<file path="config.mk">
export PLATFORM = sky130hd
export DESIGN_NAME = program_counter_low
export DESIGN_NICKNAME = d
export VERILOG_FILES = /design/src/rtl/program_counter_low_pkg.sv /design/src/rtl/low_byte_incrementer.sv /design/src/rtl/program_counter_low.sv
export SDC_FILE = /design/constraint.sdc
export NUM_CORES = 1
export LEC_CHECK = 0
export ABC_AREA = 1
export CAP_MARGIN = 20
export CORE_UTILIZATION = 40
export DETAILED_ROUTE_END_ITERATION = 7
export PLACE_DENSITY = 0.66
export SLEW_MARGIN = 20
export SYNTH_ARGS = -nofsm -noshare
export SYNTH_HDL_FRONTEND = slang
export SYNTH_SLANG_ARGS = --single-unit
</file>
<file path="constraint.sdc">
create_clock -name i_clk -period 2.1 [get_ports i_clk]
set_input_delay 0.315 -clock i_clk [delete_from_list [all_inputs] [get_ports i_clk]]
set_output_delay 0.315 -clock i_clk [all_outputs]
set_load 0.005 [all_outputs]
</file>
<file path="src/rtl/program_counter_low_pkg.sv">
// Shared types and defaults for the ADL consumer block (PCL, ABL, reset-vector sequencer).
// No logic here; constants and the sequencer state encoding only.
// Imported by program_counter_low and low_byte_incrementer.
package program_counter_low_pkg;

  // Default datapath width of ADL, PCL and ABL.
  localparam int PCL_WIDTH_DEF = 8;

  // Low bytes of the two reset-vector fetch addresses.
  localparam logic [7:0] VEC_LO_DEF = 8'hFC;
  localparam logic [7:0] VEC_HI_DEF = 8'hFD;

  // Post-reset sequencer: two vector-fetch cycles, then normal operation.
  typedef enum logic [1:0] {
    VEC_L = 2'd0,
    VEC_H = 2'd1,
    RUN   = 2'd2
  } vec_state_e;

endpackage

</file>
<file path="src/rtl/low_byte_incrementer.sv">
// Combinational WIDTH-bit +1 with carry-out, shared by the INC and LOAD&INC paths.
// Latency: zero cycles (pure combinational).
// Backpressure: none; output follows the operand continuously.
module low_byte_incrementer
  import program_counter_low_pkg::*;
#(
  parameter int WIDTH = PCL_WIDTH_DEF
) (
  input  logic [WIDTH-1:0] i_operand,
  output logic [WIDTH-1:0] o_sum,
  output logic             o_carry
);

  // Widen by one bit so the wrap from all-ones shows up as the carry.
  assign {o_carry, o_sum} = {1'b0, i_operand} + (WIDTH+1)'(1);

endmodule

</file>
<file path="src/rtl/program_counter_low.sv">
// ADL consumer: PCL load/increment with registered carry to PCH, ABL address register,
// and post-reset vector sequencer. Latency: one cycle from controls to all registered outputs.
// No backpressure. Optional macro ADL_BYPASS_EN: in RUN, ABL_LOAD forwards ADL_IN to ABL_OUT same cycle.
module program_counter_low
  import program_counter_low_pkg::*;
#(
  parameter int             WIDTH  = PCL_WIDTH_DEF,
  parameter logic [WIDTH-1:0] VEC_LO = WIDTH'(VEC_LO_DEF),
  parameter logic [WIDTH-1:0] VEC_HI = WIDTH'(VEC_HI_DEF)
) (
  input  logic             i_clk,
  input  logic             i_rst_n,
  input  logic [WIDTH-1:0] i_adl_in,
  input  logic             i_pcl_load,
  input  logic             i_pcl_inc,
  input  logic             i_abl_load,
  output logic [WIDTH-1:0] o_pcl_out,
  output logic             o_pcl_carry,
  output logic [WIDTH-1:0] o_abl_out,
  output logic             o_vec_busy
);

  vec_state_e       r_state;
  logic             r_vec_busy;
  logic [WIDTH-1:0] r_abl;
  logic [WIDTH-1:0] r_pcl;
  logic             r_pcl_carry;

  logic [WIDTH-1:0] w_inc_operand;
  logic [WIDTH-1:0] w_inc_sum;
  logic             w_inc_carry;

  // LOAD&INC increments the bus value, INC alone increments PCL; one adder serves both.
  assign w_inc_operand = i_pcl_load ? i_adl_in : r_pcl;

  low_byte_incrementer #(
    .WIDTH (WIDTH)
  ) u_inc (
    .i_operand (w_inc_operand),
    .o_sum     (w_inc_sum),
    .o_carry   (w_inc_carry)
  );

  // Vector sequencer: owns state, busy flag and the ABL register (vector states override loads).
  always_ff @(posedge i_clk or negedge i_rst_n) begin
    if (!i_rst_n) begin
      r_state    <= VEC_L;
      r_vec_busy <= 1'b1;
      r_abl      <= VEC_LO;
    end else begin
      case (r_state)
        VEC_L: begin
          r_state    <= VEC_H;
          r_vec_busy <= 1'b1;
          r_abl      <= VEC_HI;
        end
        VEC_H: begin
          // Busy drops on the same edge that enters RUN; ABL keeps the high vector address.
          r_state    <= RUN;
          r_vec_busy <= 1'b0;
          r_abl      <= VEC_HI;
        end
        RUN: begin
          r_state    <= RUN;
          r_vec_busy <= 1'b0;
          if (i_abl_load) begin
            r_abl <= i_adl_in;
          end
        end
        default: begin
          // Unreachable encoding: restart the vector sequence.
          r_state    <= VEC_L;
          r_vec_busy <= 1'b1;
          r_abl      <= VEC_LO;
        end
      endcase
    end
  end

  // PCL update and one-cycle carry pulse; active in every state so vector bytes can be loaded.
  always_ff @(posedge i_clk or negedge i_rst_n) begin
    if (!i_rst_n) begin
      r_pcl       <= '0;
      r_pcl_carry <= 1'b0;
    end else begin
      if (i_pcl_inc) begin
        r_pcl <= w_inc_sum;
      end else if (i_pcl_load) begin
        r_pcl <= i_adl_in;
      end
      // A load alone never carries; only a wrapping increment does.
      r_pcl_carry <= i_pcl_inc & w_inc_carry;
    end
  end

  assign o_pcl_out   = r_pcl;
  assign o_pcl_carry = r_pcl_carry;
  assign o_vec_busy  = r_vec_busy;

`ifdef ADL_BYPASS_EN
  // Forward the bus value straight to the pins while the register captures it.
  assign o_abl_out = ((r_state == RUN) && i_abl_load) ? i_adl_in : r_abl;
`else
  assign o_abl_out = r_abl;
`endif

endmodule

</file>
## Word level (Yosys, flattened, before mapping)

Cells that the tools add are included.

| word-level totals | value |
|---|---|
| memories kept | 0 |
| flip-flop bits (word level) | 20 |
| output and inout bits | 18 |
| memory bits (writable) | 0 |
| bits in latches | 0 |
| memory bits (read-only) | 0 |

| operators by class | value |
|---|---|
| bitwise gates (word level) | 1 |
| multiply operators | 0 |
| magnitude comparators | 0 |
| reduce and logical (&&, ||, !) cells | 3 |
| equality and inequality tests | 3 |
| divide/modulo/power cells | 0 |
| shift-type cells | 0 |
| $add $sub $neg | 1 |
| muxes and demuxes | 6 |

Operators with widths:

| cell | number |
|---|---|
| two-way mux 8 bit | 3 |
| one-hot mux 8 bit (2 select lines) | 1 |
| adder 8 x 1 -> 9 bit (second input constant) | 1 |
| one-hot mux 2 bit (2 select lines) | 1 |
| OR reduction 2 bit | 2 |
| equality test 2 x 1 -> 1 bit (second input constant) | 1 |
| equality test 2 bit (second input constant) | 1 |
| logical NOT 2 bit | 1 |
| inequality test 2 bit (second input constant) | 1 |
| bitwise AND 1 bit | 1 |
| two-way mux 1 bit | 1 |

## Logic depth before layout (Yosys ltp)

Gate-level depths: netlist of run 1.

| depth | value |
|---|---|
| word-level depth | 3 |
| gate-level depth with buffers | 11 |
| mapped depth without buffers | 11 |

## Modules after synthesis

From an unflattened synthesis of run 1, not the netlist that was laid out.

| unflattened totals | value |
|---|---|
| cells, all modules | 155 |
| area total of the unflattened synthesis | 1126.1 µm² |

By module, submodules not included:

| module | area each (µm²) | instances | sequential area each (µm²) | cells each |
|---|---|---|---|---|
| program_counter_low | 975.9 | 1 | 509.2 | 125 |
| low_byte_incrementer | 150.1 | 1 | 0.0 | 30 |

## Least setup slack after synthesis of run 1

OpenSTA, ideal clock, no wires.

| path | value |
|---|---|
| path kind | register to register |
| from | register r_pcl[0] (netlist: o_pcl_out[0]) |
| to | register r_pcl[6] (netlist: o_pcl_out[6]) |
| setup time | 0.113 ns |
| cell stages (with the launch flop) | 11 |
| path slack | 0.647 ns |
| data required time | 1.987 ns |
| data arrival time | 1.340 ns |
| path through | dfrtp_1 -> or2_2 -> nand2_1 -> inv_1 -> ha_1 -> nand2_1 -> nor2_4 -> nand3_1 -> nand2_1 -> nand2_1 -> inv_1 |

| on the way | value |
|---|---|
| longest elaborated chain between the ends | 3 |

RTL lines:

| what | line | source |
|---|---|---|
| start: declaration | program_counter_low.sv:26 | `logic [WIDTH-1:0] r_pcl;` |
| start signal: assignment | program_counter_low.sv:87 | `r_pcl <= w_inc_sum;` |
| start signal: assignment | program_counter_low.sv:89 | `r_pcl <= i_adl_in;` |
| two-way mux 8 bit | -- |  |
| adder 8 x 1 -> 9 bit | low_byte_incrementer.sv:15 | `assign {o_carry, o_sum} = {1'b0, i_operand} + (WIDTH+1)'(1);` |
| two-way mux 8 bit | program_counter_low.sv:86 | `if (i_pcl_inc) begin` |

Every way passes these cells.
A chain may end at the register's enable or synchronous reset.

## Worst setup path after layout of run 1

| path | value |
|---|---|
| from | register r_state[0] |
| to | register r_abl[4] (netlist: o_abl_out[4]) |

| on the way | value |
|---|---|
| longest elaborated chain between the ends | 3 |
| elaborated cells between the ends (all ways) | 6 |
| those cells by class | eq/ne (3); mux (1); reduce/logical (2) |

RTL lines:

| what | line | source |
|---|---|---|
| start: declaration | program_counter_low.sv:23 | `vec_state_e r_state;` |
| start signal: assignment | program_counter_low.sv:47 | `r_state <= VEC_L;` |
| start signal: assignment | program_counter_low.sv:53 | `r_state <= VEC_H;` |
| start signal: assignment | program_counter_low.sv:59 | `r_state <= RUN;` |
| equality test 2 x 1 -> 1 bit or logical NOT 2 bit (tied branches) | program_counter_low.sv:51 | `case (r_state)` |
| OR reduction 2 bit (no source line) | -- |  |
| one-hot mux 8 bit (2 select lines) | program_counter_low.sv:51 |  |
| end signal: assignment | program_counter_low.sv:67 | `r_abl <= i_adl_in;` |
| end: declaration | program_counter_low.sv:25 | `logic [WIDTH-1:0] r_abl;` |

Parallel ways exist; a longest one is shown, timed or not.

==> results.json, run 1 <==
{
  "synth-seq-cells": 20,
  "synth_top_area_share_pct": 28.9,
  "cts_buffer_depth": 2,
  "drive_above_1_share_pct": 14.0,
  "fmax_ghz": 0.597,
  "area_growth_pct": 34.6,
  "ys_seq_area_share_pct": 45.2,
  "hold_violations": 0,
  "drt-initial-drc-count": 13,
  "finClkSkew_ns": 0.00751,
  "fillers": 225,
  "period_needed_ns": 1.68,
  "num_rows": 18,
  "cts_root_buf": "clkbuf_4",
  "min_period_over_period_pct": 79.8,
  "tritoncts": "yes",
  "yosysTopAreaCell": "dfrtp_1",
  "netlist_instances": 144,
  "die_x_um": 55.1,
  "grt_pass1_vias": 990,
  "dp_cells": 204,
  "post_cts_resized": 0,
  "overflow": 0,
  "peakVddDrop_mv": 0.442,
  "routed_wl_um": 2390,
  "report.final.slew_viol_count": 0,
  "core-area_sq_um": 2570,
  "cts_buffers": 3,
  "dieArea_sq_um": 3030,
  "grt.total_usage_pct": 18.9,
  "clk_latency_ns": 0.30,
  "cts_sinks": 20,
  "leakagePower_nw": 0.779,
  "hold_path.class": "in -> async",
  "critPathMaxFanout": 8,
  "multiInputGateArea_sq_um": 518,
  "regArea_sq_um": 509,
  "wl_per_cell_um": 11.5,
  "status": "complete, no violations",
  "drc": 0,
  "initial_utilization_pct": 43.9,
  "gp_congestion": 0.879,
  "path_class": "reg -> reg",
  "yosys_warnings": 0,
  "cts_hold_buf": 0,
  "grt_max_degree": 21,
  "first_pass_iters": 4,
  "antenna_found_initial": 0,
  "diodes": 0,
  "worstSetupEndpointType": "register",
  "path_clk_slew_ns": 0.12,
  "syn_nets": 163,
  "p_per_area_nw_per_um2": 665,
  "syn_area_sq_um": 1130,
  "dp_hpwl_um": 1830,
  "htreeDepth": 1,
  "cap_violations": 0,
  "finalNonFillerCells": 208,
  "setup_violations": 0,
  "boundaryPins": 31,
  "ys_top_cells_by_area": "dfrtp_1 (29%), dfstp_2 (16%), nand2_1 (16%)",
  "drtAntennaViolNets": 0,
  "slew_headroom_pct": 58.9,
  "syn_avg_cell_area_sq_um": 7.82,
  "yosysUniqueCellTypes": 24,
  "fin_setup_tns_ns": 0,
  "tightest_slew_ns": 0.611,
  "ff2ff_setup_slack_ns": 0.42,
  "arrival_ns": 1.88,
  "vias_per_cell": 4.65,
  "portBuffers": 30,
  "vias": 968,
  "nNetsFinal": 198,
  "die_h_um": 55.1,
  "grt_pass1_wl_um": 4040,
  "start_kind": "register",
  "critPathRequiredTime_ns": 2.30,
  "rsz0062_at_grt": "no",
  "post-cts-setup-buffers": 0
}
[per-layer routing]
| metal | wire length [um] | track usage, % | share of wire [%] |
|---|---|---|---|
| met1 | 1200 | 25.2 | 50 |
| met5 | 0 | 0 | 0 |
| met3 | 109 | 3.01 | 4.6 |
| met4 | 19 | 7.50 | 0.80 |
| met2 | 1060 | 30.5 | 44 |
[final timing paths]
kind | start | end | cells after the start
max | r_state[0]$_DFF_PN0_ | o_abl_out[4]$_DFFE_PN1P_ | 6
min | i_rst_n | o_pcl_out[5]$_DFF_PN0_ | 2
max reg2reg | r_state[0]$_DFF_PN0_ | o_abl_out[4]$_DFFE_PN1P_ | 6
min reg2reg | o_abl_out[2]$_DFFE_PN1P_ | o_abl_out[2]$_DFFE_PN1P_ | 2
max in group asynchronous | i_rst_n | o_abl_out[2]$_DFFE_PN1P_ | 2
min in group i_clk | o_abl_out[2]$_DFFE_PN1P_ | o_abl_out[2]$_DFFE_PN1P_ | 2
[critical path: stages, from the launching register on]
cell and delay, ns:
dfrtp_1 0.39, inv_1 0.09, ha_1 0.30, inv_1 0.10
nor2_1 0.08, nor4_2 0.47, a21oi_1 0.15
[stage by stage]
step                      worst slack (ns)  utilization (%)  hold WS, ns  total power [mW]  instance area (sq um)
final                                0.424             59.0        0.340              1.01                   1520
after detailed placement             0.121             57.0        0.495             0.702                   1460
after global routing                 0.245             59.0        0.368              1.06                   1520
after CTS                            0.420             59.0        0.336              1.02                   1520
after global placement               0.155             57.0        0.493             0.698                   1460
after floorplan                      0.647                -       0.0194             0.568                   1130
[synthesized netlist by cell type]
| cell type | n |
|---|---|
| nand2_1 | 48 |
| inv_1 | 21 |
| dfrtp_1 | 13 |
| nor2_1 | 12 |
| a21oi_1 | 7 |
| dfstp_2 | 7 |
| ha_1 | 6 |
| o21ai_0 | 5 |
| nand2_2 | 4 |
| nand3_1 | 4 |
| nor2_2 | 3 |
| xor2_1 | 2 |
| a22o_1 | 1 |
| buf_6 | 1 |
| clkbuf_2 | 1 |
| inv_2 | 1 |
| nand3b_1 | 1 |
| nand4_1 | 1 |
| nor2_4 | 1 |
| nor4_2 | 1 |
| o21ai_2 | 1 |
| or2_0 | 1 |
| or2_2 | 1 |
| xnor2_1 | 1 |
[cell families after synthesis]
logic type | count (synthesis) | synth area share (%)
buffers and inverters | 24 | 8.78
DFF | 20 | 45.2
AOI/OAI and AO/OA | 14 | 6.89
xor gates and xnor gates | 3 | 2.33
and+or+nand+nor | 77 | 30.1
adders and majority gates | 6 | 6.67
[registers in the layout, indices dropped and copies added, names as in the netlist]
signal	count
o_pcl_out	8
o_vec_busy	1
o_abl_out	8
r_state	2
o_pcl_carry	1
[cells in the final DEF, fill, tap and decap left out, types with 3 or more instances in the layout]
| cell | n |
|---|---|
| o21ai_0 | 5 |
| nand2_2 | 4 |
| nand3_1 | 4 |
| clkbuf_4 | 3 |
| dfstp_2 | 7 |
| nor2_2 | 3 |
| nor2_1 | 12 |
| ha_1 | 6 |
| inv_1 | 21 |
| a21oi_1 | 7 |
| dfrtp_1 | 13 |
| clkdlybuf4s50_1 | 30 |
| nand2_1 | 48 |
[layout make-up]
type	instances	area share, %
Multi-Input combinational cell	100	34.2
Sequential cell	20	33.6
Clock buffer	3	1.49
Tap cell	30	2.48
Timing Repair Buffer	32	20.8
Clock inverter	1	1.98
Inverter	22	5.45
[report_power, final]
part           internal, mW  leakage, nW  switching, mW
clock network         0.193       0.0279          0.120
logic                 0.127        0.524          0.117
registers             0.429        0.227         0.0210
Power figures use the tool's default switching activity.
==> run 2, diff against run 1 <==
==> constraint.sdc (replaced) <==
create_clock -name i_clk -period 1.75 [get_ports i_clk]
set_input_delay 0.2625 -clock i_clk [delete_from_list [all_inputs] [get_ports i_clk]]
set_output_delay 0.2625 -clock i_clk [all_outputs]
set_load 0.005 [all_outputs]
==> run 2 against run 1 <==
  * Count of clock-buffer cells in the layout increased by 1
  * Final cell count up 2.9%
  * Hold slack lost 0.053 ns
  * Die area did not move
  * Critical path depth fell by 5
  * Global-route usage up 0.44 points
  * Routed wire length increased by 1.0%
  * Non-clock buffer count grew 6
  * Cell area grew 1.9%
  * Clock power shrank 14%
  * First-iteration DRC count up 31%
  * Via count grew 2.8%
  * Critical path type is now reg -> out
  * Critical endpoint is now o_abl_out[7]
  * Largest cell class unchanged
==> results.json, run 2 (synthesis results as in run 1) <==
{
  "grt.total_usage_pct": 19.4,
  "vias": 995,
  "boundaryPins": 31,
  "drive_above_1_share_pct": 16.8,
  "diodes": 0,
  "fmax_ghz": 0.623,
  "path_clk_slew_ns": 0.12,
  "clkPwrFrac_pct": 24.1,
  "critPathBufInv": 1,
  "first_pass_iters": 4,
  "area_growth_pct": 37.1,
  "fin_setup_tns_ns": 0,
  "drc": 0,
  "die_h_um": 55.1,
  "finClkSkew_ns": 0.00321,
  "drt-initial-drc-count": 17,
  "start_kind": "register",
  "path_class": "reg -> out",
  "ff2ff_setup_slack_ns": 0.29,
  "p_sw_mw": 0.311,
  "cts_buffers": 3,
  "portBuffers": 30,
  "cpPeakStageDelay_ns": 0.55,
  "p_per_area_nw_per_um2": 724,
  "nNetsFinal": 204,
  "report.final.slew_viol_count": 0,
  "hold_violations": 0,
  "clk_latency_ns": 0.30,
  "vias_per_cell": 4.65,
  "num_rows": 18,
  "seqPwrFrac_pct": 48.3,
  "whs_ns": 0.287,
  "layout_common_cells": "nand2_1 (48), clkdlybuf4s50_1 (30), inv_1 (21)",
  "status": "complete, no violations",
  "cts_buffer_depth": 2,
  "grt_pass1_wl_um": 4180,
  "dp_hpwl_um": 1880,
  "routed_wl_um": 2410,
  "peakVddDrop_mv": 0.575,
  "wl_per_cell_um": 11.3,
  "post-cts-setup-buffers": 0,
  "arrival_ns": 1.34,
  "cts_root_buf": "clkbuf_4",
  "antenna_found_initial": 0,
  "initial_utilization_pct": 43.9,
  "worstSetupEndpointType": "primary output",
  "overflow": 0,
  "die_x_um": 55.1,
  "critPathMaxFanout": 2,
  "cts_sinks": 20,
  "post-route-util_pct": 60.1,
  "min_period_over_period_pct": 91.8,
  "post_cts_resized": 0,
  "cts_hold_buf": 0,
  "slew_headroom_pct": 78.5,
  "grt_max_degree": 21,
  "switching_share_pct": 27.9,
  "drtAntennaViolNets": 0,
  "period_needed_ns": 1.61,
  "final_common_cell": "nand2_1",
  "tightest_slew_ns": 0.319,
  "tritoncts": "yes",
  "setup_violations": 0,
  "p_comb_share_pct": 27.5,
  "cp_slowest_cell": "dfstp_2",
  "finalPower_mw": 1.12,
  "grt_pass1_vias": 1032,
  "path_cells": "clkdlybuf4s50_1",
  "rsz0062_at_grt": "no",
  "core-area_sq_um": 2570,
  "gp_congestion": 0.883,
  "critPathRequiredTime_ns": 1.49,
  "critPathTopFamily": "flip-flops",
  "internal_power_mw": 0.807,
  "dieArea_sq_um": 3030,
  "cap_violations": 0,
  "leakagePower_nw": 0.801,
  "htreeDepth": 1,
  "hold_path.class": "in -> async"
}
## run 2: metrics by stage
step / std cells / cell area, sq um / worst slack [ns]
after CTS: 214 / 1540 / 0.121
after global routing: 214 / 1540 / 0.0790
after detailed placement: 210 / 1510 / -0.0929
after floorplan: 144 / 1130 / 0.297
final: 214 / 1540 / 0.144
after global placement: 210 / 1510 / -0.0420
## run 2: path summary, 6_finish.rpt
kind | to | from | depth (start not counted)
min reg2reg | o_abl_out[3]$_DFFE_PN1P_ | o_abl_out[3]$_DFFE_PN1P_ | 2
max in group asynchronous | o_abl_out[4]$_DFFE_PN1P_ | i_rst_n | 2
max | o_abl_out[7] | o_abl_out[7]$_DFFE_PN1P_ | 1
min | o_pcl_out[0]$_DFF_PN0_ | i_rst_n | 2
max reg2reg | o_pcl_out[6]$_DFF_PN0_ | o_pcl_out[0]$_DFF_PN0_ | 10
min in group i_clk | o_abl_out[3]$_DFFE_PN1P_ | o_abl_out[3]$_DFFE_PN1P_ | 2
## run 2: layout make-up
class	instances	area [sq um]
clock buffer	4	36.3
fill	243	1020
inverter	22	82.6
multi-input combinational	100	518
sequential	20	509
tap	30	37.5
timing repair buffer	38	360
## run 2: metal layers
layer  part of all wire (%)  up-vias  global-route usage [%]
met4                   0.95        0                    7.08
met3                    5.8        4                    4.37
li1                       -      518                       -
met1                     46      441                    23.9
met2                     47       32                    32.7
met5                      0        -                       0
## run 2: power by group through the flow
stage	combinational, mW	sequential, mW	clock, mW
6_report	0.308	0.541	0.270
3_3_place_gp	0.305	0.549	0
4_1_cts	0.312	0.542	0.285
5_1_grt	0.349	0.546	0.296
2_1_floorplan	0.132	0.550	0
3_5_place_dp	0.309	0.550	0
